--- config.mk ---
export PLATFORM = sky130hd
export DESIGN_NAME = fetch_queue_flat
export DESIGN_NICKNAME = d
export VERILOG_FILES = /design/src/rtl/fetch_queue_if.sv /design/src/rtl/fetch_queue.sv /design/src/flat_wrapper.sv
export SDC_FILE = /design/constraint.sdc
export NUM_CORES = 1
export LEC_CHECK = 0
export BUFFER_PORTS_ARGS = -buffer_cell sky130_fd_sc_hd__buf_4
export CAP_MARGIN = 15
export CORE_MARGIN = 10
export CORE_UTILIZATION = 53
export CTS_BUF_LIST = sky130_fd_sc_hd__clkbuf_8
export CTS_CLUSTER_SIZE = 28
export DETAILED_ROUTE_END_ITERATION = 8
export PLACE_DENSITY = 0.78
export SYNTH_ARGS = -nofsm -noshare
export SYNTH_HDL_FRONTEND = slang
export SYNTH_SLANG_ARGS = --single-unit
--- constraint.sdc ---
create_clock -name CLK -period 1.9 [get_ports CLK]
set_input_delay 0.19 -clock CLK [delete_from_list [all_inputs] [get_ports CLK]]
set_output_delay 0.19 -clock CLK [all_outputs]
set_load 0.05 [all_outputs]
--- src/rtl/fetch_queue_if.sv ---
// Fetch-stage bus: instruction memory port, decode-side valid/ready head, and redirect.
// The master side is the fetch queue; the slave side is memory/decoder/writeback.
interface fetch_queue_if #(
  parameter int DEPTH  = 4,
  parameter int ADDR_W = 12,
  parameter int DATA_W = 16
);
  localparam int OCC_W = $clog2(DEPTH) + 1;

  logic [ADDR_W-1:0] mem_addr;
  logic              mem_rd;
  logic [DATA_W-1:0] mem_data;
  logic [DATA_W-1:0] instr;
  logic [ADDR_W-1:0] instr_pc;
  logic              instr_valid;
  logic              dec_ready;
  logic              redirect;
  logic [ADDR_W-1:0] redirect_pc;
  logic [OCC_W-1:0]  occupancy;

  modport master (
    output mem_addr, mem_rd, instr, instr_pc, instr_valid, occupancy,
    input  mem_data, dec_ready, redirect, redirect_pc
  );

  modport slave (
    input  mem_addr, mem_rd, instr, instr_pc, instr_valid, occupancy,
    output mem_data, dec_ready, redirect, redirect_pc
  );
endinterface

--- src/rtl/fetch_queue.sv ---
// Instruction fetch stage: owns the fetch PC, issues to a synchronous-read memory,
// buffers returned words with their PCs, and flushes everything on redirect.
module fetch_queue #(
  parameter int DEPTH  = 4,
  parameter int ADDR_W = 12,
  parameter int DATA_W = 16
) (
  input  logic           CLK,
  input  logic           RST,
  fetch_queue_if.master  fq
);
  localparam int PW = $clog2(DEPTH);
  localparam int CW = PW + 1;

  logic [ADDR_W-1:0] fpc;
  logic [ADDR_W-1:0] reqPc;
  logic              reqValid;
  logic [DATA_W-1:0] instrMem [DEPTH];
  logic [ADDR_W-1:0] pcMem    [DEPTH];
  logic [PW-1:0]     wrPtr;
  logic [PW-1:0]     rdPtr;
  logic [CW-1:0]     count;

  logic [CW:0]       pending;
  logic              issue;
  logic              push;
  logic              pop;

  // Issue counts the in-flight word against free space, ignoring a concurrent pop.
  always_comb begin
    pending = {1'b0, count} + {{CW{1'b0}}, reqValid};
    issue   = RST && !fq.redirect && (pending < (CW+1)'(DEPTH));
    push    = reqValid && !fq.redirect;
    pop     = (count != '0) && fq.dec_ready && !fq.redirect;
  end

  always_ff @(posedge CLK or negedge RST) begin
    if (!RST) begin
      fpc      <= '0;
      reqPc    <= '0;
      reqValid <= 1'b0;
      wrPtr    <= '0;
      rdPtr    <= '0;
      count    <= '0;
    end else if (fq.redirect) begin
      fpc      <= fq.redirect_pc;
      reqValid <= 1'b0;
      wrPtr    <= '0;
      rdPtr    <= '0;
      count    <= '0;
    end else begin
      reqValid <= issue;
      if (issue) begin
        reqPc <= fpc;
        fpc   <= fpc + ADDR_W'(1);
      end
      if (push) wrPtr <= wrPtr + PW'(1);
      if (pop)  rdPtr <= rdPtr + PW'(1);
      case ({push, pop})
        2'b10:   count <= count + CW'(1);
        2'b01:   count <= count - CW'(1);
        default: count <= count;
      endcase
    end
  end

  // Storage is deliberately not reset; the head is only meaningful while count is non-zero.
  always_ff @(posedge CLK) begin
    if (push) begin
      instrMem[wrPtr] <= fq.mem_data;
      pcMem[wrPtr]    <= reqPc;
    end
  end

  assign fq.mem_addr    = fpc;
  assign fq.mem_rd      = issue;
  assign fq.instr       = instrMem[rdPtr];
  assign fq.instr_pc    = pcMem[rdPtr];
  assign fq.instr_valid = (count != '0);
  assign fq.occupancy   = count;

  noOverflow: assert property (@(posedge CLK) disable iff (!RST)
    !(push && !pop && (count == CW'(DEPTH))));
endmodule

--- src/flat_wrapper.sv ---
// flat-port wrapper written by rule: the top's interface ports become plain ports
module fetch_queue_flat 
#(
  parameter int DEPTH  = 4,
  parameter int ADDR_W = 12,
  parameter int DATA_W = 16
)
  (CLK, RST, fq_mem_addr, fq_mem_rd, fq_instr, fq_instr_pc, fq_instr_valid, fq_occupancy, fq_mem_data, fq_dec_ready, fq_redirect, fq_redirect_pc);
  fetch_queue_if #(.DEPTH(DEPTH), .ADDR_W(ADDR_W), .DATA_W(DATA_W)) fq_i ();
  input  logic CLK;
  input  logic RST;
  output wire logic [$bits(fq_i.mem_addr)-1:0] fq_mem_addr;
  output wire logic [$bits(fq_i.mem_rd)-1:0] fq_mem_rd;
  output wire logic [$bits(fq_i.instr)-1:0] fq_instr;
  output wire logic [$bits(fq_i.instr_pc)-1:0] fq_instr_pc;
  output wire logic [$bits(fq_i.instr_valid)-1:0] fq_instr_valid;
  output wire logic [$bits(fq_i.occupancy)-1:0] fq_occupancy;
  input wire logic [$bits(fq_i.mem_data)-1:0] fq_mem_data;
  input wire logic [$bits(fq_i.dec_ready)-1:0] fq_dec_ready;
  input wire logic [$bits(fq_i.redirect)-1:0] fq_redirect;
  input wire logic [$bits(fq_i.redirect_pc)-1:0] fq_redirect_pc;
  assign fq_mem_addr = fq_i.mem_addr;
  assign fq_mem_rd = fq_i.mem_rd;
  assign fq_instr = fq_i.instr;
  assign fq_instr_pc = fq_i.instr_pc;
  assign fq_instr_valid = fq_i.instr_valid;
  assign fq_occupancy = fq_i.occupancy;
  assign fq_i.mem_data = fq_mem_data;
  assign fq_i.dec_ready = fq_dec_ready;
  assign fq_i.redirect = fq_redirect;
  assign fq_i.redirect_pc = fq_redirect_pc;
  fetch_queue #(.DEPTH(DEPTH), .ADDR_W(ADDR_W), .DATA_W(DATA_W)) u_core (.CLK(CLK), .RST(RST), .fq(fq_i));
endmodule
; Word-level counts from Yosys, hierarchy flattened
; Memories as Yosys holds them, arrays and structs flattened.
; Cells that the tools add are included.
[op_classes]
eq_ne = 2
n_addsub = 6
bitwise_logic = 1
n_reduce_logical = 12
n_lt_le_gt_ge = 1
mux = 11
[ops]
columns = op, n
row1 = 12-bit 2-to-1 mux, 2
row2 = "12-bit by 1-bit adder with 12-bit output, second input constant", 1
row3 = 2-bit 2-to-1 mux, 4
row4 = 3-bit one-hot mux with 2 select lines, 1
row5 = 2-bit nonzero test, 3
row6 = 3-bit nonzero test, 2
row7 = 1-bit logical AND, 5
row8 = "2-bit by 1-bit adder with 2-bit output, second input constant", 2
row9 = 3-bit by 1-bit adder with 4-bit output, 1
row10 = "4-bit by 3-bit < comparator with 1-bit output, second input constant", 1
row11 = "3-bit by 1-bit adder with 3-bit output, second input constant", 1
row12 = 1-bit 2-to-1 mux, 3
row13 = 3-bit 2-to-1 mux, 1
row14 = "3-bit by 1-bit subtractor with 3-bit output, second input constant", 1
row15 = "2-bit by 1-bit equality test with 1-bit output, second input constant", 1
row16 = "2-bit equality test, second input constant", 1
row17 = 2-bit AND reduction, 1
row18 = 1-bit zero test, 1
row19 = 1-bit inverter, 1
[totals]
out_inout_bits = 45
memories = 2
ramBits = 112
elab_cells = 41
reg_bits = 32
in_bits = 32
[mem_list]
columns = name, depth, width, rd, rd_clocked_by_memory_dff, write_ports, line_no
row1 = u_core.instrMem, 4, 16, 1, 0, 1, fetch_queue.sv:18  ; logic [DATA_W-1:0] instrMem [DEPTH];
row2 = u_core.pcMem, 4, 12, 1, 0, 1, fetch_queue.sv:19  ; logic [ADDR_W-1:0] pcMem [DEPTH];

; Depth between registers and ports, before layout
[logic_depth]
ltp_word = 6
ltp_mapped = 7
ltp_nobuf = 6

; Worst setup path after synthesis
; OpenSTA, ideal clock, no wires.
[synth_timing]
path_type = register -> register
from = register u_core.count[0], in the netlist u_core.fq.occupancy[0]
to = register u_core.count[2], in the netlist u_core.fq.occupancy[2]
required_time_ns = 1.765
setup_time_ns = 0.135
arrival_time_ns = 2.011
synth_period_minus_slack_ns = 2.146
stages_incl_launch_ff = 7
n_path_buf = 0
setup_slack_ns = -0.246
path_cell_list = dfrtp_1 > o31ai_2 > nor3_1 > fa_1 > nor3_1 > o21ai_0 > nor3b_1
[synth_via]
elab_chain_cells = 6
elab_cells_between_ends = 10
cone_classes = add/sub (2) / eq/ne (2) / mux (2) / reduce/logical (4)
[synth_rtl]
columns = element, line_no
row1 = start: declaration, fetch_queue.sv:22  ; logic [CW-1:0] count;
row2 = start signal: assignment, fetch_queue.sv:60  ; 2'b10: count <= count + CW'(1);
row3 = start signal: assignment, fetch_queue.sv:61  ; 2'b01: count <= count - CW'(1);
row4 = start signal: assignment, fetch_queue.sv:62  ; default: count <= count;
row5 = 3-bit nonzero test, fetch_queue.sv:34  ; pop = (count != '0) && fq.dec_ready && !fq.redirect;
row6 = 1-bit logical AND (2 in series), fetch_queue.sv:34
row7 = 2-bit by 1-bit equality test with 1-bit output / 2-bit equality test (equally long branches), fetch_queue.sv:59  ; case ({push, pop})
row8 = 3-bit one-hot mux with 2 select lines, fetch_queue.sv:59
row9 = 3-bit 2-to-1 mux, fetch_queue.sv:45  ; end else if (fq.redirect) begin
; Parallel ways exist; a longest one is shown, timed or not.
; A chain may end at the register's enable or synchronous reset.

; Worst setup path in the final report
[layout_timing]
from = register u_core.rdPtr[0]
to = output port fq_instr_pc[7]
[layout_via]
elab_chain_cells = 1
[layout_rtl]
columns = element, line_no
row1 = start: declaration, fetch_queue.sv:21  ; logic [PW-1:0] rdPtr;
row2 = start signal: assignment, fetch_queue.sv:58  ; if (pop) rdPtr <= rdPtr + PW'(1);
row3 = memory 4 x 12 bit, n/a
row4 = end: declaration, flat_wrapper.sv:15  ; output wire logic [$bits(fq_i.instr_pc)-1:0] fq_instr_pc;
; No other way between the ends.

==> results.sh <==
export IMPL_synth_top_family_by_area="multiplexers"
export IMPL_grt_max_degree=29
export IMPL_path_clk_slew_ns=0.07
export IMPL_drt_pass1_iterations=4
export IMPL_antennaDiodeCount=0
export IMPL_drc_errors=0
export IMPL_viasPerCell=5.49
export IMPL_setup_slack_ns=-0.0466
export IMPL_peakVddDrop_uv=1100
export IMPL_portBuffers=76
export IMPL_dieArea_sq_um=15200
export IMPL_status="finished with violations"
export IMPL_synth_top_area_frac=0.596
export IMPL_path_class="flop to primary output"
export IMPL_synthTopCellsByArea="edfxtp_1 60%, dfrtp_1 14%, mux4_2 11%"
export IMPL_wl_microns=11400
export IMPL_drt_iter0_markers=215
export IMPL_hold_class="input port to flop"
export IMPL_synth_edf_count=112
export IMPL_min_path_cells=2
export IMPL_die_h_microns=123
export IMPL_place_congestion=0.889
export IMPL_p_leak_nw=2.75
export IMPL_max_stage_delay_ns=0.55
export IMPL_synth_xor_area_frac=0.00776
export IMPL_crit_cells=3
export IMPL_synth_fp_nets=356
export IMPL_cts_buffers=17
export IMPL_fmax_mhz=514
export IMPL_max_slew_margin=0.581
export IMPL_crit_buf_inv=2
export IMPL_cts_root_buf="clkbuf_8"
export IMPL_grt_pass1_vias=3464
export IMPL_start_kind="flop"
export IMPL_power_mw=9.69
export IMPL_finalSetupViolCount=27
export IMPL_skew_ns=0.00767
export IMPL_crit_arrival_ns=1.76
export IMPL_reg2reg_depth=6
export IMPL_yosysWarnings=0
export IMPL_hold_violations=0
export IMPL_cap_violations=0
export IMPL_synth_compound_area_frac=0.0368
export IMPL_period_share=1.02
export IMPL_ys_types=42
export IMPL_wl_per_cell_microns=19.2
export IMPL_period_minus_slack_ns=1.95
export IMPL_synth_top_area_cell="edfxtp_1"
export IMPL_ios=77
export IMPL_synth_ff_type="edfxtp_1"
export IMPL_areaGrowthSynthToFinish_pct=30.4
export IMPL_htreeDepth=4
export IMPL_tightestPinTransition_ns=0.629
export IMPL_cpLargestDelayFamily="multiplexers"
export IMPL_powerDensity_nw_per_um2=1320
export IMPL_clock_sinks=144
export IMPL_grt_ovfl_total=0
export IMPL_syn_area_per_cell_sq_um=17.7
export IMPL_hold_ws_ns=0.0306
export IMPL_crit_chain="buf_12 -> mux4_2 -> buf_6"
export IMPL_synthAdderAreaFrac=0.0146
export IMPL_crit_fanout=15
export IMPL_async_reset_ff_frac=0.222
export IMPL_antenna_found_initial=0
export IMPL_slowest_stage="mux4_2"
export IMPL_grt_setup_unrepaired="true"
export IMPL_clk_path_buf_depth=2
export IMPL_synth_simple_gate_area_frac=0.0708
export IMPL_syn_cell_area_sq_um=5640
export IMPL_syn_inst=318
export IMPL_ys_ff_latch=144
export IMPL_final_core_util=0.709
export IMPL_grtUsageTotal=0.157
export IMPL_start_util=0.544
export IMPL_die_w_microns=123
export IMPL_dp_hpwl_microns=7180
export IMPL_cts_tree="done"
export IMPL_clk_latency_ns=0.43
export IMPL_final_nets=484
export IMPL_cp_end_kind="primary output"
export IMPL_final_antenna_net_count=0
export IMPL_vias=3260
export IMPL_cp_data_required_time_ns=1.71
export IMPL_drive_gt1_frac=0.380
export IMPL_grt_pass1_wl_microns=18000
export IMPL_placementRows=37
export IMPL_synth_mux_area_frac=0.117
export IMPL_violations="negative setup slack"
export IMPL_fp_coreArea_sq_um=10400
export IMPL_yosysSeqAreaShare=0.738
export IMPL_slew_viol_final=0
[path summary, 6_finish.rpt]
path	from	endpoint	slack, ns
min	fq_redirect_pc[5]	u_core.fq.mem_addr[5]	0.03
max	u_core.rdPtr[0]	fq_instr_pc[7]	-0.05
max in group asynchronous	RST	u_core.fq.mem_addr[6]	1.43
min reg2reg	u_core.reqPc[1]	u_core.pcMem[2][1]	0.53
min in group asynchronous	RST	u_core.fq.mem_addr[9]	0.25
max reg2reg	u_core.fq.occupancy[2]	u_core.fq.occupancy[2]	0.09
[state kept, by name (all words and copies together) (netlist names)]
signal               count
u_core.rdPtr             2
u_core.fq.mem_addr      12
u_core.reqValid          1
u_core.pcMem            48
u_core.instrMem         64
u_core.wrPtr             2
u_core.reqPc            12
u_core.fq.occupancy      3
[report_power, final]
part / switching [mW] / total [mW] / internal, mW
sequential: 0.292 / 4.06 / 3.76
combinational: 1.94 / 3.30 / 1.36
clock: 1.07 / 2.34 / 1.26
[area by class of cell]
cell class | instances | area (sq um)
clock buffers | 17 | 234
clock inverters | 14 | 151
fillers | 655 | 3010
inverters | 7 | 31.3
multi-input cells | 154 | 1420
flip-flops and latches | 144 | 4180
well taps | 136 | 170
repair buffers | 122 | 1170
[cells in the final DEF (no fill, tap or decap), types with 7 or more instances in the layout]
cell | synthesis | final
edfxtp_1 | 112 | 112
buf_4 | 0 | 62
nand2_1 | 41 | 41
mux4_2 | 28 | 28
buf_6 | 0 | 28
dlygate4sd3_1 | 0 | 25
dfrtp_1 | 32 | 19
clkbuf_8 | 0 | 17
dfrtp_2 | 0 | 13
nor2_1 | 10 | 10
inv_1 | 6 | 8
o21ai_0 | 8 | 8
nor3_1 | 8 | 7
buf_12 | 0 | 7
[layer usage]
layer,vias up,track usage,share of wire
met5,-,0,0
met4,0,0.0801,0.025
met3,28,0.0488,0.059
met2,87,0.251,0.50
met1,1647,0.189,0.42
li1,1498,-,-
[through the flow]
stage                     std cells  setup TNS [ns]  worst slack, ns  instance area (sq um)
final                           594          -0.403          -0.0466                   7360
after global routing            594           -2.37           -0.117                   7360
after CTS                       589           -1.50          -0.0855                   7310
after detailed placement        533               0           0.0868                   6550
after global placement          533               0            0.143                   6550
after floorplan                 318         -0.0420          -0.0420                   5660
[cells in the mapped netlist (all sizes together) (5+ instances only)]
cell	instances
dfrtp	32
nor2	10
inv	7
o21ai	8
and2	5
nand3	6
ha	5
clkbuf	6
nor3	8
edfxtp	112
mux4	28
a221o	5
buf	7
nand2	41
[timing repair]
item	4_1_cts	5_1_grt
pin swaps	0	1
hold endpoints to repair	104	0
hold buffers	25	0
buffers inserted	0	5
gates resized for setup	33	4
setup endpoints to repair	29	30
[kinds of logic after synthesis]
logic type | after synthesis
flip-flops | 144
buffers and inverters | 20
AND/OR/NAND/NOR | 84
multiplexers | 31
AO/OA/AOI/OAI | 28
adder cells (fa/ha/maj) | 6
XOR/XNOR | 5
No activity file was read; power rests on OpenSTA's default activity.
